===== src/rtl/f1_reaction_timer_if.sv =====
// rtl/f1_reaction_timer_if.sv - light bus, button and result signals of the F1 reaction timer
interface f1_reaction_timer_if;
    logic [7:0]  lights;
    logic        react;
    logic [15:0] rt_bcd;
    logic        valid;
    logic        jump_start;
    logic        timing;
    logic [15:0] best_bcd;

    modport master (
        output lights, react,
        input  rt_bcd, valid, jump_start, timing, best_bcd
    );

    modport slave (
        input  lights, react,
        output rt_bcd, valid, jump_start, timing, best_bcd
    );
endinterface


===== src/rtl/f1_reaction_timer.sv =====
// rtl/f1_reaction_timer.sv - times lights-out to button press in BCD ms, flags jump starts
// Optional best-time tracking is built when F1_BEST_TIME_EN is defined.
module f1_reaction_timer #(
    parameter int CLK_PER_MS  = 1000,
    parameter int SYNC_STAGES = 2
) (
    input  logic               clk,
    input  logic               rst,
    f1_reaction_timer_if.slave bus
);
    localparam int PW = (CLK_PER_MS > 1) ? $clog2(CLK_PER_MS) : 1;

    typedef enum logic [2:0] {IDLE, ARMED, FULL, TIMING, DONE, FAULT} state_t;

    state_t                 state_q;
    logic [SYNC_STAGES-1:0] sync_q;
    logic                   sync_prev_q;
    logic                   press_q;
    logic [PW-1:0]          presc_q, presc_d;
    logic [15:0]            rt_q, rt_d;
    logic                   seen_zero_q;
    logic                   wrap;
    logic                   lights_zero;

    function automatic logic [15:0] bcd_inc(input logic [15:0] v);
        logic [15:0] r;
        logic        c;
        r = v;
        c = 1'b1;
        for (int i = 0; i < 4; i++) begin
            if (c) begin
                if (r[i*4 +: 4] == 4'd9) begin
                    r[i*4 +: 4] = 4'd0;
                end else begin
                    r[i*4 +: 4] = r[i*4 +: 4] + 4'd1;
                    c = 1'b0;
                end
            end
        end
        return r;
    endfunction

    // Edge detect after the synchroniser so a held button yields one pulse.
    always_ff @(posedge clk or posedge rst) begin
        if (rst) begin
            sync_q      <= '0;
            sync_prev_q <= 1'b0;
            press_q     <= 1'b0;
        end else begin
            sync_q      <= {sync_q[SYNC_STAGES-2:0], bus.react};
            sync_prev_q <= sync_q[SYNC_STAGES-1];
            press_q     <= sync_q[SYNC_STAGES-1] & ~sync_prev_q;
        end
    end

    always_comb begin
        lights_zero = (bus.lights == 8'h00);
        wrap        = (presc_q == PW'(CLK_PER_MS - 1));
        presc_d     = wrap ? '0 : presc_q + 1'b1;
        rt_d        = wrap ? bcd_inc(rt_q) : rt_q;
    end

    always_ff @(posedge clk or posedge rst) begin
        if (rst) begin
            state_q     <= IDLE;
            presc_q     <= '0;
            rt_q        <= 16'h0000;
            seen_zero_q <= 1'b0;
        end else begin
            case (state_q)
                IDLE: begin
                    if (!lights_zero) begin
                        state_q <= ARMED;
                        rt_q    <= 16'h0000;
                    end
                end
                ARMED: begin
                    if (press_q) begin
                        state_q     <= FAULT;
                        rt_q        <= 16'h0000;
                        seen_zero_q <= lights_zero;
                    end else if (bus.lights == 8'hFF) begin
                        state_q <= FULL;
                    end else if (lights_zero) begin
                        state_q <= IDLE;
                    end
                end
                FULL: begin
                    if (press_q) begin
                        state_q     <= FAULT;
                        rt_q        <= 16'h0000;
                        seen_zero_q <= lights_zero;
                    end else if (lights_zero) begin
                        state_q <= TIMING;
                        presc_q <= '0;
                        rt_q    <= 16'h0000;
                    end
                end
                TIMING: begin
                    presc_q <= presc_d;
                    rt_q    <= rt_d;
                    if (press_q || rt_d == 16'h9999) begin
                        state_q <= DONE;
                    end else if (!lights_zero) begin
                        state_q <= ARMED;
                        rt_q    <= 16'h0000;
                    end
                end
                DONE: begin
                    if (!lights_zero) begin
                        state_q <= ARMED;
                        rt_q    <= 16'h0000;
                    end
                end
                FAULT: begin
                    // Only a fresh sequence (lights back to 0 first) may re-arm.
                    if (lights_zero) begin
                        seen_zero_q <= 1'b1;
                    end else if (seen_zero_q) begin
                        state_q <= ARMED;
                        rt_q    <= 16'h0000;
                    end
                end
                default: state_q <= IDLE;
            endcase
        end
    end

`ifdef F1_BEST_TIME_EN
    logic [15:0] best_q;

    // Packed BCD with digits 0..9 orders the same as a plain unsigned compare.
    always_ff @(posedge clk or posedge rst) begin
        if (rst) begin
            best_q <= 16'h0000;
        end else if (state_q == TIMING && press_q) begin
            if (best_q == 16'h0000 || rt_d < best_q) begin
                best_q <= rt_d;
            end
        end
    end

    assign bus.best_bcd = best_q;
`else
    assign bus.best_bcd = 16'h0000;
`endif

    assign bus.rt_bcd     = rt_q;
    assign bus.valid      = (state_q == DONE);
    assign bus.jump_start = (state_q == FAULT);
    assign bus.timing     = (state_q == TIMING);
endmodule


===== src/flat_wrapper.sv =====
// flat-port wrapper written by rule: the top's interface ports become plain ports
module f1_reaction_timer_flat 
#(
    parameter int CLK_PER_MS  = 1000,
    parameter int SYNC_STAGES = 2
)
  (clk, rst, bus_lights, bus_react, bus_rt_bcd, bus_valid, bus_jump_start, bus_timing, bus_best_bcd);
  f1_reaction_timer_if bus_i ();
  input  logic clk;
  input  logic rst;
  input wire logic [$bits(bus_i.lights)-1:0] bus_lights;
  input wire logic [$bits(bus_i.react)-1:0] bus_react;
  output wire logic [$bits(bus_i.rt_bcd)-1:0] bus_rt_bcd;
  output wire logic [$bits(bus_i.valid)-1:0] bus_valid;
  output wire logic [$bits(bus_i.jump_start)-1:0] bus_jump_start;
  output wire logic [$bits(bus_i.timing)-1:0] bus_timing;
  output wire logic [$bits(bus_i.best_bcd)-1:0] bus_best_bcd;
  assign bus_i.lights = bus_lights;
  assign bus_i.react = bus_react;
  assign bus_rt_bcd = bus_i.rt_bcd;
  assign bus_valid = bus_i.valid;
  assign bus_jump_start = bus_i.jump_start;
  assign bus_timing = bus_i.timing;
  assign bus_best_bcd = bus_i.best_bcd;
  f1_reaction_timer #(.CLK_PER_MS(CLK_PER_MS), .SYNC_STAGES(SYNC_STAGES)) u_core (.clk(clk), .rst(rst), .bus(bus_i));
endmodule

===== config.mk =====
export PLATFORM = sky130hd
export DESIGN_NAME = f1_reaction_timer_flat
export DESIGN_NICKNAME = d
export VERILOG_FILES = /design/src/rtl/f1_reaction_timer_if.sv /design/src/rtl/f1_reaction_timer.sv /design/src/flat_wrapper.sv
export SDC_FILE = /design/constraint.sdc
export NUM_CORES = 1
export LEC_CHECK = 0
export CAP_MARGIN = 10
export CORE_MARGIN = 2
export CORE_UTILIZATION = 49
export CTS_BUF_LIST = sky130_fd_sc_hd__clkbuf_8
export DETAILED_ROUTE_END_ITERATION = 16
export GPL_TIMING_DRIVEN = 0
export PLACE_DENSITY = 0.79
export SLEW_MARGIN = 15
export SYNTH_ARGS = -nofsm -noshare
export SYNTH_HDL_FRONTEND = slang
export SYNTH_SLANG_ARGS = --single-unit
export TNS_END_PERCENT = 30

===== constraint.sdc =====
create_clock -name clk -period 2.8 [get_ports clk]
set_clock_uncertainty 0.05 [all_clocks]
set_input_delay 0.84 -clock clk [delete_from_list [all_inputs] [get_ports clk]]
set_output_delay 0.84 -clock clk [all_outputs]
set_load 0.005 [all_outputs]

==> impl_results.md <==
* Unrepaired setup endpoints after global routing: yes
* Pwr Density at 427 nW/um^2
* Vias per cell at ~6
* Post-synthesis cell area at 2360 sq um
* Final instance area at 3190 sq um
* Post-synth ARST share at 100%
* Max Cap Violations at 0
* Final hold slack at 315 ps
* Synth Flop Type: dfrtp_1
* Synthesized flop and latch total at 34
* Yosys cell types at 56
* Final hold violation count at 0
* Gr usage total at about a quarter
* Worst-Skew Late Latency at 300 ps
* Worst min path class: reg -> reg
* Syn Area/Cell at approximately 8.3 sq um
* Crit-path max FO at 8
* Core area at around 4700 sq um
* Clock sink count at 34
* Post-Synth Adder-Cell Area at between 1.5 and 2%
* Clock transition at path regs at 80 ps
* Startpoint Class: flop
* Max Slew Vio Count at 0
* Leak at between 1 and 1.5 nW
* Register area at 853 sq um
* Worst path required time at 2990 ps
* Die Y at 73.4 um
* Nets at between 300 and 400
* Cells after DPL at 381
* Most frequent cells in the layout: buf_4, dfrtp_1, o21ai_0, clkdlybuf4s50_1, nor2_1
* Post-Synth XOR/XNOR Area at 0.371%
* CTS root buffer: clkbuf_8
* Mux share of post-synthesis cell area at 0.477%
* Final period utilization at 106%
* Arrival @ worst endpoint at about 3200 ps
* Final setup vio count at 14
* Multi-input gate area in the final layout at between 1500 and 2000 sq um
* Failing checks: negative setup slack
* I/O Pins at 46
* Wire length of the first global-routing pass at 10,100 um
* Number of flops mapped to enable cells by yosys at 0
* CTS tree: yes
* Register-to-register setup slack at -170 ps
* Largest family of logic cells by synthesized area: simple AND/OR/NAND/NOR gates
* Vias in the first global route at 2,302
* Worst-Margin Slew at 723 ps
* Layout area overhead at 35.2%
* Most common cell after layout, fill and taps aside: buf_4
* DR pass1 iterations at 4
* Number of diodes at 0
* Vias post-DR at 2,431
* Max frequency at around 340 MHz
* Synth warnings at 0
* Clock buffer depth at 2
* FP Rows at 25
* Compound-Gate Fraction of Synth Area at 26.0%
* Worst ir drop on vdd at 317 uV
* Final ANT Viol Nets at 0
* Detail Placement HPWL at 3970 um
* Worst Setup Path Type: reg -> reg
* Share of cells above drive strength 1 at 24.1%
* RePlAce Congestion at 0.853
* Total congestion overflow at 0
* Post-synthesis simple-gate area fraction at 26.2%
* Full die area at around 5400 sq um
* Pin count of the biggest net entering global routing at 35
* Post-synthesis sequential area ratio at around 36%
* Outcome: complete, but fails checks
* Worst Setup End Kind: flop
* Slew headroom at 51.7%
* Instance area at placement at approximately 2800 sq um
* Fillers at 359
* I/O Buffers at 29
* Power, Total at 1.36 mW
* Min cycle time layout at between 2000 and 3000 ps
* Cell count after synthesis at 283
* Setup WS post-layout at -171 ps
* # hold bufs at CTS at 0
* Post-route insts no fill at between 400 and 500
* Drt total wl at 6200 um
* Die width at 73.4 um
* DRC at 0
* Starting Density at 50.3%
* Htree depth at 2
* Initial DRC count at 201
* Initial antenna violation count at 0
* Num CTS Buffers at 5
* Wirelength per Cell at 15.2 um
[through the flow]
stage | utilization (%) | worst slack, ps | setup TNS, ps
after floorplan | - | -152 | -827
after global placement | 59.2 | -1090 | -14340
after detailed placement | 59.2 | -1080 | -14280
after CTS | 66.2 | -145 | -833
after global routing | 68.0 | -236 | -2760
final | 68.0 | -171 | -1420
[Yosys cell counts, types with 2 or more instances]
cell | number | area, sq um
o31ai_1 | 5 | 37.5
a31oi_1 | 2 | 12.5
buf_4 | 16 | 120
or3_1 | 4 | 25.0
nand4_1 | 7 | 43.8
nor4_1 | 2 | 12.5
a31o_2 | 2 | 17.5
a22o_1 | 3 | 26.3
a211oi_1 | 2 | 15.0
o21ai_0 | 32 | 160
or4_1 | 2 | 15.0
inv_1 | 12 | 45.0
o41ai_1 | 5 | 43.8
o211ai_1 | 2 | 15.0
nor3b_1 | 2 | 15.0
and2_1 | 5 | 31.3
ha_1 | 3 | 37.5
dfrtp_1 | 34 | 851
nand2_1 | 21 | 78.8
and3_1 | 7 | 43.8
o31a_1 | 2 | 17.5
a22oi_1 | 4 | 30.0
nor3_1 | 2 | 10.0
a21oi_1 | 13 | 65.1
nor2_1 | 27 | 101
clkbuf_1 | 9 | 33.8
a21o_1 | 8 | 60.1
nor2b_1 | 9 | 56.3
o21ai_1 | 2 | 10.0
nand3_1 | 10 | 50.1
o22ai_1 | 2 | 12.5
a221o_1 | 2 | 20.0
and4_1 | 2 | 17.5
[power breakdown]
| part | total, mW | switching (mW) | internal, mW | leakage (nW) |
|---|---|---|---|---|
| clock network | 0.398 | 0.200 | 0.198 | 0.0472 |
| logic | 0.403 | 0.216 | 0.187 | 0.882 |
| registers | 0.562 | 0.0369 | 0.525 | 0.411 |
[per-layer routing]
layer,global-route usage [%],up-vias,part of all wire [%]
met4,10.7,0,2.2
met5,0,-,0
li1,-,1158,-
met3,5.49,19,6.2
met1,29.1,1158,42
met2,40.1,96,50
[worst max-delay path, stage by stage (launching register included)]
cell	delay [ps]
dfrtp_1	390
buf_6	140
nor4b_4	310
nand3_2	150
or4b_1	540
a221o_1	380
or4_4	570
a221oi_2	260
a31o_1	120
[worst paths after layout]
check / start / to / cells past startpoint
max: u_core.bus.rt_bcd[5]$_DFFE_PP0P_ / u_core.bus.rt_bcd[9]$_DFFE_PP0P_ / 8
min: u_core.sync_q[0]$_DFF_PP0_ / u_core.sync_q[1]$_DFF_PP0_ / 0
max reg2reg: u_core.bus.rt_bcd[5]$_DFFE_PP0P_ / u_core.bus.rt_bcd[9]$_DFFE_PP0P_ / 8
min reg2reg: u_core.sync_q[0]$_DFF_PP0_ / u_core.sync_q[1]$_DFF_PP0_ / 0
max in group asynchronous: rst / u_core.bus.rt_bcd[10]$_DFFE_PP0P_ / 2
min in group asynchronous: rst / u_core.bus.rt_bcd[1]$_DFFE_PP0P_ / 2
[layout make-up]
type | instances | area share, %
plain buffers | 23 | 4.98
flip-flops and latches | 34 | 26.7
clock buffers | 6 | 2.59
inverters | 12 | 1.41
repair buffers | 51 | 14.3
multi-input cells | 225 | 47.5
well taps | 54 | 2.12
clock inverters | 2 | 0.392
[registers in the layout (all words and copies together), names as in the netlist]
| signal | count |
|---|---|
| u_core.bus.rt_bcd | 16 |
| u_core.presc_q | 10 |
| u_core.state_q | 3 |
| u_core.seen_zero_q | 1 |
| u_core.sync_q | 2 |
| u_core.sync_prev_q | 1 |
| u_core.press_q | 1 |
[timing repair]
action,4_1_cts,5_1_grt
gates resized for setup,28,12
endpoints found under the hold margin,0,0
endpoints found under the setup margin,20,20
pin swaps,6,10
buffers inserted,14,8
[cells by family after synthesis]
kind of cell,count (synthesis)
buffers and inverters,39
xor gates and xnor gates,1
other,1
AOI/OAI and AO/OA,93
adders and majority gates,3
and+or+nand+nor,111
muxes,1
DFF,34
No activity file was read; power rests on OpenSTA's default activity.
